--- src/rtl/tick_scheduler.sv ---
// tick_scheduler: gates raw 1 s / 50 ms / 1 ms ticks through a RUN/PAUSE/STEP
// control FSM and a slow-motion prescaler, then serialises surviving ticks into
// one valid/ready event stream (priority speed > 1 s > scan), counting drops.
//
// Ports:
//   clk, rst              clock, asynchronous active-low reset
//   tick_1sec/speed/scan  raw 1-cycle tick pulses
//   pause_btn, step_btn   debounced levels; rising edges act
//   slow_sel              prescale divide 2^slow_sel for speed and 1 s ticks
//   eng_ready             engine accepts the presented event this cycle
//   evt_valid, evt_id     event stream (0 scan, 1 speed, 2 1 s)
//   paused                high in PAUSE or STEP
//   overrun, drop_cnt     drop pulse and saturating drop count
module tick_scheduler #(
  parameter int unsigned DROP_W = 8
) (
  input  logic              clk,
  input  logic              rst,
  input  logic              tick_1sec,
  input  logic              tick_speed,
  input  logic              tick_scan,
  input  logic              pause_btn,
  input  logic              step_btn,
  input  logic [1:0]        slow_sel,
  input  logic              eng_ready,
  output logic              evt_valid,
  output logic [1:0]        evt_id,
  output logic              paused,
  output logic              overrun,
  output logic [DROP_W-1:0] drop_cnt
);

  localparam int unsigned CNT_W = 3;
  localparam int unsigned SUM_W = DROP_W + 2;
  localparam logic [SUM_W-1:0] DROP_MAX = {2'b00, {DROP_W{1'b1}}};

  localparam logic [1:0] ID_SCAN  = 2'd0;
  localparam logic [1:0] ID_SPEED = 2'd1;
  localparam logic [1:0] ID_SEC   = 2'd2;

  typedef enum logic [1:0] {ST_RUN, ST_PAUSE, ST_STEP} state_e;

  state_e             state_q, state_d;
  logic               pause_prev_q, step_prev_q;
  logic [CNT_W-1:0]   spd_cnt_q, spd_cnt_d;
  logic [CNT_W-1:0]   sec_cnt_q, sec_cnt_d;
  logic [2:0]         pend_q, pend_d;
  logic               evt_valid_q, evt_valid_d;
  logic [1:0]         evt_id_q, evt_id_d;
  logic               paused_q, paused_d;
  logic               overrun_q, overrun_d;
  logic [DROP_W-1:0]  drop_cnt_q, drop_cnt_d;

  logic               pause_edge, step_edge;
  logic [CNT_W-1:0]   mask;
  logic [2:0]         gated, clr, keep, drop;
  logic [SUM_W-1:0]   drop_sum;

  // Button rising edges; prev regs reset high so a held button gives no edge
  always_comb begin
    pause_edge = pause_btn & ~pause_prev_q;
    step_edge  = step_btn & ~step_prev_q;
  end

  // State register
  always_ff @(posedge clk or negedge rst) begin
    if (!rst) state_q <= ST_RUN;
    else      state_q <= state_d;
  end

  // Next-state logic; in STEP a pause edge wins over a coincident speed tick
  always_comb begin
    state_d = state_q;
    unique case (state_q)
      ST_RUN:   if (pause_edge) state_d = ST_PAUSE;
      ST_PAUSE: begin
        if (pause_edge)     state_d = ST_RUN;
        else if (step_edge) state_d = ST_STEP;
      end
      ST_STEP: begin
        if (pause_edge)      state_d = ST_RUN;
        else if (tick_speed) state_d = ST_PAUSE;
      end
      default:  state_d = ST_RUN;
    endcase
  end

  // FSM outputs: tick gating, prescaler advance and the paused flag
  always_comb begin
    gated     = 3'b000;
    spd_cnt_d = spd_cnt_q;
    sec_cnt_d = sec_cnt_q;
    paused_d  = (state_d != ST_RUN);
    unique case (slow_sel)
      2'd0:    mask = 3'b000;
      2'd1:    mask = 3'b001;
      2'd2:    mask = 3'b011;
      default: mask = 3'b111;
    endcase
    gated[ID_SCAN] = tick_scan;
    if (state_q == ST_RUN) begin
      if (tick_speed) begin
        gated[ID_SPEED] = ((spd_cnt_q & mask) == 3'd0);
        spd_cnt_d       = spd_cnt_q + 3'd1;
      end
      if (tick_1sec) begin
        gated[ID_SEC] = ((sec_cnt_q & mask) == 3'd0);
        sec_cnt_d     = sec_cnt_q + 3'd1;
      end
    end else if (state_q == ST_STEP) begin
      // single step bypasses the prescaler
      gated[ID_SPEED] = tick_speed & ~pause_edge;
    end
  end

  // Output load, pending flags and drop accounting
  always_comb begin
    clr         = 3'b000;
    evt_valid_d = evt_valid_q;
    evt_id_d    = evt_id_q;
    if (!evt_valid_q || eng_ready) begin
      if (pend_q[ID_SPEED]) begin
        evt_valid_d = 1'b1; evt_id_d = ID_SPEED; clr[ID_SPEED] = 1'b1;
      end else if (pend_q[ID_SEC]) begin
        evt_valid_d = 1'b1; evt_id_d = ID_SEC;   clr[ID_SEC]   = 1'b1;
      end else if (pend_q[ID_SCAN]) begin
        evt_valid_d = 1'b1; evt_id_d = ID_SCAN;  clr[ID_SCAN]  = 1'b1;
      end else begin
        evt_valid_d = 1'b0;
      end
    end
    keep      = pend_q & ~clr;
    drop      = gated & keep;
    pend_d    = keep | gated;
    overrun_d = |drop;
    drop_sum  = {2'b00, drop_cnt_q} + SUM_W'(drop[0]) + SUM_W'(drop[1])
              + SUM_W'(drop[2]);
    drop_cnt_d = (drop_sum > DROP_MAX) ? DROP_MAX[DROP_W-1:0]
                                       : drop_sum[DROP_W-1:0];
  end

  // Datapath registers
  always_ff @(posedge clk or negedge rst) begin
    if (!rst) begin
      pause_prev_q <= 1'b1;
      step_prev_q  <= 1'b1;
      spd_cnt_q    <= '0;
      sec_cnt_q    <= '0;
      pend_q       <= '0;
      evt_valid_q  <= 1'b0;
      evt_id_q     <= '0;
      paused_q     <= 1'b0;
      overrun_q    <= 1'b0;
      drop_cnt_q   <= '0;
    end else begin
      pause_prev_q <= pause_btn;
      step_prev_q  <= step_btn;
      spd_cnt_q    <= spd_cnt_d;
      sec_cnt_q    <= sec_cnt_d;
      pend_q       <= pend_d;
      evt_valid_q  <= evt_valid_d;
      evt_id_q     <= evt_id_d;
      paused_q     <= paused_d;
      overrun_q    <= overrun_d;
      drop_cnt_q   <= drop_cnt_d;
    end
  end

  assign evt_valid = evt_valid_q;
  assign evt_id    = evt_id_q;
  assign paused    = paused_q;
  assign overrun   = overrun_q;
  assign drop_cnt  = drop_cnt_q;

endmodule
--- config.mk ---
export PLATFORM = sky130hd
export DESIGN_NAME = tick_scheduler
export DESIGN_NICKNAME = d
export VERILOG_FILES = /design/src/rtl/tick_scheduler.sv
export SDC_FILE = /design/constraint.sdc
export NUM_CORES = 1
export LEC_CHECK = 0
export BUFFER_PORTS_ARGS = -buffer_cell sky130_fd_sc_hd__buf_2
export CORE_UTILIZATION = 50
export DETAILED_ROUTE_END_ITERATION = 7
export PLACE_DENSITY = 0.73
export SYNTH_ARGS = -nofsm -noshare
export SYNTH_HDL_FRONTEND = slang
export SYNTH_SLANG_ARGS = --single-unit
--- constraint.sdc ---
create_clock -name clk -period 3.55 [get_ports clk]
set_input_delay 0 -clock clk [delete_from_list [all_inputs] [get_ports clk]]
set_output_delay 0 -clock clk [all_outputs]
set_load 0.05 [all_outputs]
Word-level counts from Yosys, hierarchy flattened
Index checks and enable logic that the tools add are counted.
{ "word_totals": {"register_bits": 26, "latch_bits": 0, "mem_bits_rw": 0, "rom_bits": 0, "input_bits": 10, "out_inout_bits": 13, "n_memories": 0} }
{ "classes": {"addsub": 5, "mul": 0, "n_div": 0, "order_cmp": 1, "n_eq_ne": 4, "shifts": 0, "mux": 25, "bitwise_logic": 12, "reduce_logical": 12} }
{ "ops": {"columns": ["cell", "count"], "rows": [
  ["$mux W2", 8],
  ["$mux W1", 13],
  ["$and A3 B3 Y3", 4],
  ["$add A10 B1 Y10", 1],
  ["$add A9 B1 Y10", 1],
  ["$gt A10 B8 Y1 const B", 1],
  ["$add A8 B1 Y9", 1],
  ["$pmux W3 S3", 1],
  ["$mux W8", 1],
  ["$add A3 B1 Y3 const B", 2],
  ["$logic_not A3 Y1", 2],
  ["$pmux W2 S3", 1],
  ["$reduce_and A2 Y1", 3],
  ["$eq A2 B1 Y1 const B", 2],
  ["$eq A2 B2 Y1 const B", 2],
  ["$logic_not A2 Y1", 2],
  ["$and A1 B1 Y1", 3],
  ["$mux W3", 1],
  ["$not A1 Y1", 3],
  ["$not A3 Y3", 1],
  ["$or A3 B3 Y3", 1],
  ["$reduce_bool A3 Y1", 1],
  ["$reduce_or A3 Y1", 1],
  ["$reduce_bool A2 Y1", 1],
  ["2 further kinds", 2]
]} }

Longest topological paths before layout
Gate-level depths: netlist of run 1.
{ "depth": {"ltp_word": 12, "depth_mapped": 11, "depth_no_buf": 11} }

Least setup slack after synthesis of run 1
No wires, ideal clock.
{ "synth_path": {"path_type": "register to register", "start": "register evt_valid_q, in the netlist evt_valid", "end": "register drop_cnt_q[4], in the netlist drop_cnt[4]", "setup_ns": 0.083, "t_arrival_ns": 2.949, "required_ns": 3.467, "setup_slack_ns": 0.518, "path_stages_with_launch": 12, "path_cell_list": "dfrtp_1 -> nor2b_1 -> or2_1 -> o211ai_1 -> inv_1 -> fa_1 -> ha_1 -> inv_1 -> fa_1 -> nor2_2 -> nand4_1 -> o21ai_0"} }
{ "synth_between": {"elab_chain_len": 11} }
{ "synth_lines": {"columns": ["element", "line", "text"], "rows": [
  ["start, declared", "48", "logic evt_valid_q, evt_valid_d;"],
  ["start signal, assigned", "161", "evt_valid_q <= evt_valid_d;"],
  ["$logic_not A1 Y1 (*)", "121", "if (!evt_valid_q || eng_ready) begin"],
  ["$logic_or A1 B1 Y1 (*)", "121", null],
  ["$mux W3 (*)", "121", null],
  ["$not A3 Y3 (*)", "132", "keep = pend_q & ~clr;"],
  ["$and A3 B3 Y3 (*)", "132", null],
  ["$and A3 B3 Y3 (*)", "133", "drop = gated & keep;"],
  ["$add A8 B1 Y9", "136", "drop_sum = {2'b00, drop_cnt_q} + SUM_W'(drop[0]) + SUM_W'(drop[1])"],
  ["$add A9 B1 Y10", "136", null],
  ["$add A10 B1 Y10 (*)", "137", "+ SUM_W'(drop[2]);"],
  ["$gt A10 B8 Y1", "138", "drop_cnt_d = (drop_sum > DROP_MAX) ? DROP_MAX[DROP_W-1:0]"],
  ["$mux W8 (*)", "138", null],
  ["net drop_cnt_d[4]", "52", "logic [DROP_W-1:0] drop_cnt_q, drop_cnt_d;"],
  ["end signal, assigned", "165", "drop_cnt_q <= drop_cnt_d;"],
  ["end, declared", "52", null]
]} }
Mark *: on every way through the listed nets, which the timed path passes. The rest lies on a longest branch.
A chain may end at the register's enable or synchronous reset.

Worst setup path after layout of run 1
Same ends and word-level chain as after synthesis.

==> results of run 1 <==
[power breakdown]
part | switching [mW] | total (mW) | internal, mW | leakage [nW]
clock | 0.0833 | 0.146 | 0.0628 | 0.0210
sequential | 0.108 | 0.519 | 0.410 | 0.312
combinational | 0.372 | 0.556 | 0.184 | 0.383
[critical path, delay by kind of cell, from the launching register on]
family                     cells  cell delay, ns
buffers and inverters          2            0.15
DFF                            1            0.40
adders and majority gates      3            1.13
and+or+nand+nor                4            0.88
AOI/OAI and AO/OA              2            0.41
[per-layer routing]
metal / part of all wire / wire length (um) / track usage
met1: 0.47 / 1010 / 0.224
met3: 0.039 / 84 / 0.0614
met4: 0.0037 / 8 / 0.0541
met5: 0 / 0 / 0
met2: 0.49 / 1060 / 0.327
[registers in the layout, summed over array words and instances (netlist names), 2 cells and up]
name / count
spd_cnt_q: 3
drop_cnt: 8
state_q: 2
sec_cnt_q: 3
evt_id: 2
pend_q: 3
[how the worst max path moves through the flow]
stage | startpoint | endpoint | slack (ns) | depth (start not counted)
after floorplan | evt_valid | drop_cnt[4] | 0.52 | 11
after global placement | evt_valid | drop_cnt[4] | 0.70 | 11
after detailed placement | evt_valid | drop_cnt[4] | 0.53 | 11
after CTS | evt_valid | drop_cnt[4] | 0.52 | 11
after global routing | evt_valid | drop_cnt[4] | 0.32 | 11
final | evt_valid | drop_cnt[4] | 0.50 | 11
[synth_stat cells, types with 2 or more instances]
library cell  instances
o211ai_2              2
ha_1                  4
nor2_1                3
nand3_2               2
dfrtp_1              24
a31oi_1               2
o211ai_1              3
dfstp_2               2
nor2_2                2
nor2b_1               3
xor2_1                3
o21ai_0              11
a21oi_1               4
fa_1                  2
mux2_2                2
inv_1                12
nand2b_1              4
nor3b_1               2
xnor2_1               4
nand2_1              11
[metrics by stage]
stage,total power [mW],instance area [um^2],cells,utilization,setup slack [ns]
4_1_cts,1.23,1480,171,0.649,0.517
2_1_floorplan,0.939,1240,112,-,0.518
3_3_place_gp,1.06,1390,162,0.611,0.697
6_report,1.22,1480,171,0.649,0.500
3_5_place_dp,1.08,1390,162,0.611,0.531
5_1_grt,1.31,1480,171,0.649,0.316
[layout make-up]
| type | instances | area [um^2] |
|---|---|---|
| fill | 200 | 800 |
| clock buffer | 4 | 36.3 |
| tap | 28 | 35.0 |
| sequential | 26 | 653 |
| inverter | 12 | 45.0 |
| timing repair buffer | 27 | 160 |
| multi-input combinational | 74 | 547 |
[what timing repair did]
item	4_1_cts	5_1_grt
setup endpoints to repair	0	0
hold buffers	5	0
buffers inserted	0	0
endpoints found under the hold margin	30	0
[logic make-up (layout without fill, tap and decap cells)]
kind of cell | Yosys count | count (layout)
AND/OR/NAND/NOR | 34 | 34
buffers and inverters | 12 | 43
multiplexers | 3 | 3
flip-flops | 26 | 26
AO/OA/AOI/OAI | 24 | 24
adder cells (fa/ha/maj) | 6 | 6
XOR/XNOR | 7 | 7
==> impl_metrics.csv, run 1 <==
group,metric,value,unit
floorplan,die_h,51.9,um
worst_setup_path,slowest_stage,"fa_1",
sta,max-slew-margin-rel,0.623,
global_routing,grt_pass1_vias,875,
detailed_routing,drt-vias-per-instance,5.06,
worst_setup_path,reg2reg_depth,11,
clock_network,clk_pin_slew,0.13,ns
worst_setup_path,cpPeakStageDelay,0.52,ns
detailed_routing,vias,866,
synthesis,ys_warn_count,0,
worst_setup_path,worstSetupPathType,"register to register",
finish,layout-drive-gt1-share,0.273,
synthesis,synthMuxAreaShare,0.0302,
synthesis,synth.distinct_cells,30,
clock_network,cts_tree,"built",
sta,fin_crit_sh,0.859,
detailed_routing,drt_wl_total,2.16,mm
global_routing,grt_first_pass_wirelength,3.66,mm
hold_path,hp-start,"slow_sel[0]",
global_routing,overflow,0,
detailed_routing,dr.pass1.iters,4,
detailed_routing,drc_errors,0,
sta,final.setup.tns,0,ns
detailed_routing,post_drt_wl_per_cell,12.6,um
run,max-cap-violations,0,
clock_network,cts.sinks,26,
hold_path,hold_end,"pend_q[2]",
worst_setup_path,r2r-end,"drop_cnt[4]",
synthesis,synth_ff_type,"dfrtp_1",
power_and_ir_drop,irDropWorstVdd,0.000556,V
placed_design,hpwl,1.58,mm
hold_path,min_path_type,"primary input to register",
floorplan,start_util,0.547,
worst_setup_path,crit_path_cell_trace,"nor2b_1 > or2_1 > o211ai_1 > inv_1 > fa_1 > ha_1 > inv_1 > fa_1 > nor2_2 > nand4_1 > o21ai_0",
synthesis,synth_adder_area_share,0.0724,
synthesis,ys_ff_latch,26,
clock_network,cts_root_buf,"clkbuf_4",
worst_setup_path,startpoint_type,"register",
detailed_routing,detail-route-antenna-nets,0,
finish,synthToLayoutAreaGrowth,18.6,%
synthesis,synth_top_area_cell,"dfrtp_1",
global_routing,track_usage,0.190,
sta,tightest_slew,0.566,ns
floorplan,rows,17,
synthesis,post_synth_and_or_nand_nor_area_fraction,0.167,
synthesis,synth_top_cell_area_share,0.482,
floorplan,io_pins,23,
clock_network,insertion_delay,0.32,ns
worst_setup_path,critical_path.max_fanout,6,
worst_setup_path,critPathCaptureType,"register",
sta,finalSetupViolCount,0,
floorplan,die_area,2690,um^2
sta,finalHoldViolCount,0,
sta,fmax,328,MHz
finish,final_nets,160,
worst_setup_path,r2r-start,"evt_valid",
synthesis,yosysSeqAreaShare,0.525,
power_and_ir_drop,leakage,0.717,nW
sta,skew,0.00180,ns
synthesis,synth_top_family_by_area,"simple AND/OR/NAND/NOR gates",
synthesis,synth.area.top_cells,"dfrtp_1 (48%), o21ai_0 (4.4%), dfstp_2 (4.2%), ha_1 (4.0%), inv_1 (3.6%)",
detailed_routing,drt_iter0_drc,7,
synthesis,synth_xor_area_frac,0.0492,
finish,layout_commonest_cell,"dfrtp_1",
global_routing,antenna_found_initial,0,
synthesis,syn-cell-area,1240,um^2
placed_design,port_buffers,22,
sta,slew_viol_final,0,
clock_network,cts_buffers,3,
finish,final_cell_mix,"dfrtp_1 (24), buf_2 (22), inv_1 (12)",
synthesis,synth_edf_count,0,
worst_setup_path,cp_data_arrival_time,3.29,ns
clock_network,clock_path_buffers,2,
global_routing,grt_max_degree,27,
synthesis,syn-num-nets,128,
clock_network,cts_resized,0,
worst_setup_path,required,3.79,ns
sta,rsz0062_at_grt,"false",
synthesis,syn_area_per_cell,11.1,um^2
floorplan,die_w,51.9,um
placed_design,routabilityCongestion,0.786,
clock_network,htreeDepth,1,
floorplan,coreArea,2280,um^2
hold_path,hold_depth,4,
worst_setup_path,reg2reg_slack,0.50,ns
finish,n_antenna_cell,0,
sta,fin_crit,3.05,ns
power_and_ir_drop,power_density,827,nW/um^2
synthesis,synthCells,112,
run_status,status,"completed",
sta,hold_ws,0.0745,ns
synthesis,synth_compound_area_frac,0.121,
synthesis,synthArstFlopShare,1.00,
Note: power is estimated with default switching activity, not from simulation.
==> inputs of run 2 (changes only) <==
--- a/config.mk
+++ b/config.mk
@@ -8,7 +8,9 @@
 export BUFFER_PORTS_ARGS = -buffer_cell sky130_fd_sc_hd__buf_2
 export CORE_UTILIZATION = 50
 export DETAILED_ROUTE_END_ITERATION = 7
+export GPL_ROUTABILITY_DRIVEN = 0
 export PLACE_DENSITY = 0.73
+export RECOVER_POWER = 25
 export SYNTH_ARGS = -nofsm -noshare
 export SYNTH_HDL_FRONTEND = slang
 export SYNTH_SLANG_ARGS = --single-unit
==> impl_metrics.csv, run 2 (synthesis results as in run 1) <==
group,metric,value,unit
run_status,status,"completed",
finish,n_antenna_cell,0,
clock_network,cts_root_buf,"clkbuf_4",
finish,final_nets,160,
detailed_routing,post_drt_wl_per_cell,12.6,um
worst_setup_path,cpPeakStageDelay,0.52,ns
worst_setup_path,slowest_stage,"fa_1",
global_routing,track_usage,0.190,
finish,final_cell_mix,"dfrtp_1 (24), buf_2 (19), inv_1 (12)",
worst_setup_path,cp_data_arrival_time,3.29,ns
floorplan,start_util,0.547,
placed_design,port_buffers,22,
sta,fmax,328,MHz
global_routing,antenna_found_initial,0,
sta,finalHoldViolCount,0,
global_routing,grt_pass1_vias,875,
clock_network,clock_path_buffers,2,
floorplan,coreArea,2280,um^2
detailed_routing,dr.pass1.iters,4,
global_routing,grt_first_pass_wirelength,3.66,mm
clock_network,htreeDepth,1,
worst_setup_path,critPathCaptureType,"register",
hold_path,min_path_type,"primary input to register",
global_routing,overflow,0,
clock_network,clk_pin_slew,0.13,ns
clock_network,cts_tree,"built",
placed_design,hpwl,1.58,mm
worst_setup_path,critical_path.max_fanout,6,
detailed_routing,drc_errors,0,
clock_network,cts_buffers,3,
worst_setup_path,crit_path_cell_trace,"nor2b_1 > or2_1 > o211ai_1 > inv_1 > fa_1 > ha_1 > inv_1 > fa_1 > nor2_2 > nand4_1 > o21ai_0",
clock_network,cts_setup_buffers,0,
finish,largest_reg_flops,8,
placed_design,dp_slack,0.531,ns
detailed_routing,drt_wl_total,2.16,mm
finish,layout_commonest_cell,"dfrtp_1",
power_and_ir_drop,irDropWorstVdd,0.000556,V
sta,fin_ws,0.500,ns
run,max-cap-violations,0,
clock_network,cts_resized,0,
hold_path,hold_depth,4,
floorplan,die_w,51.9,um
sta,tightest_slew,1.36,ns
worst_setup_path,required,3.79,ns
detailed_routing,drt_iter0_drc,7,
sta,final.setup.tns,0,ns
sta,finalSetupViolCount,0,
sta,skew,0.00176,ns
power_and_ir_drop,leakage,0.708,nW
detailed_routing,drt-vias-per-instance,5.05,
floorplan,die_h,51.9,um
power_and_ir_drop,power_density,828,nW/um^2
finish,synthToLayoutAreaGrowth,18.3,%
detailed_routing,vias,863,
detailed_routing,detail-route-antenna-nets,0,
floorplan,rows,17,
finish,final_util,0.647,
floorplan,io_pins,23,
sta,fin_crit_sh,0.859,
finish,layout-drive-gt1-share,0.252,
worst_setup_path,worstSetupPathType,"register to register",
clock_network,cts.sinks,26,
worst_setup_path,startpoint_type,"register",
worst_setup_path,reg2reg_depth,11,
floorplan,die_area,2690,um^2
finish,fin_area,1470,um^2
clock_network,insertion_delay,0.32,ns
sta,fin_crit,3.05,ns
global_routing,grt_max_degree,27,
sta,slew_viol_final,0,
placed_design,dpl-instance-area,1390,um^2
sta,max-slew-margin-rel,0.0938,
sta,rsz0062_at_grt,"false",
-- run 2: critical path, delay by kind of cell, from the launching register on --
family                     cells  cell delay, ns
DFF                            1            0.40
adders and majority gates      3            1.13
and+or+nand+nor                4            0.88
AOI/OAI and AO/OA              2            0.41
buffers and inverters          2            0.15
-- run 2: stage by stage --
step / total power, mW / hold WS [ns] / cells
floorplan: 0.939 / -0.296 / 112
global placement: 1.06 / 0.0184 / 162
detailed placement: 1.08 / 0.0193 / 162
CTS: 1.23 / 0.0650 / 171
global route: 1.31 / 0.0823 / 171
finish: 1.22 / 0.0745 / 171
-- run 2: report_power, final --
group	total, mW	internal (mW)	switching, mW
registers	0.519	0.410	0.108
logic	0.555	0.184	0.371
clock network	0.146	0.0628	0.0833
-- run 2: layout make-up --
| class | count | area, um^2 |
|---|---|---|
| fillers | 201 | 803 |
| flip-flops and latches | 26 | 653 |
| multi-input cells | 74 | 547 |
| repair buffers | 27 | 156 |
| inverters | 12 | 45.0 |
| clock buffers | 4 | 36.3 |
| well taps | 28 | 35.0 |
-- run 2: worst paths after layout --
kind | to | slack [ns] | startpoint
min reg2reg | sec_cnt_q[2] | 0.49 | sec_cnt_q[2]
max in group asynchronous | drop_cnt[3] | 2.26 | rst
min in group asynchronous | spd_cnt_q[0] | 0.50 | rst
max | drop_cnt[4] | 0.50 | evt_valid
max reg2reg | drop_cnt[4] | 0.50 | evt_valid
min | pend_q[2] | 0.07 | slow_sel[0]
-- run 2: what timing repair did --
action | in CTS | in global routing
setup endpoints to repair | 0 | 0
hold buffers | 5 | 0
hold endpoints to repair | 30 | 0
-- run 2: per-layer routing --
metal	routed length [um]	global-route usage
met1	1000	0.224
met4	8	0.0541
met3	84	0.0614
met5	0	0
met2	1060	0.327
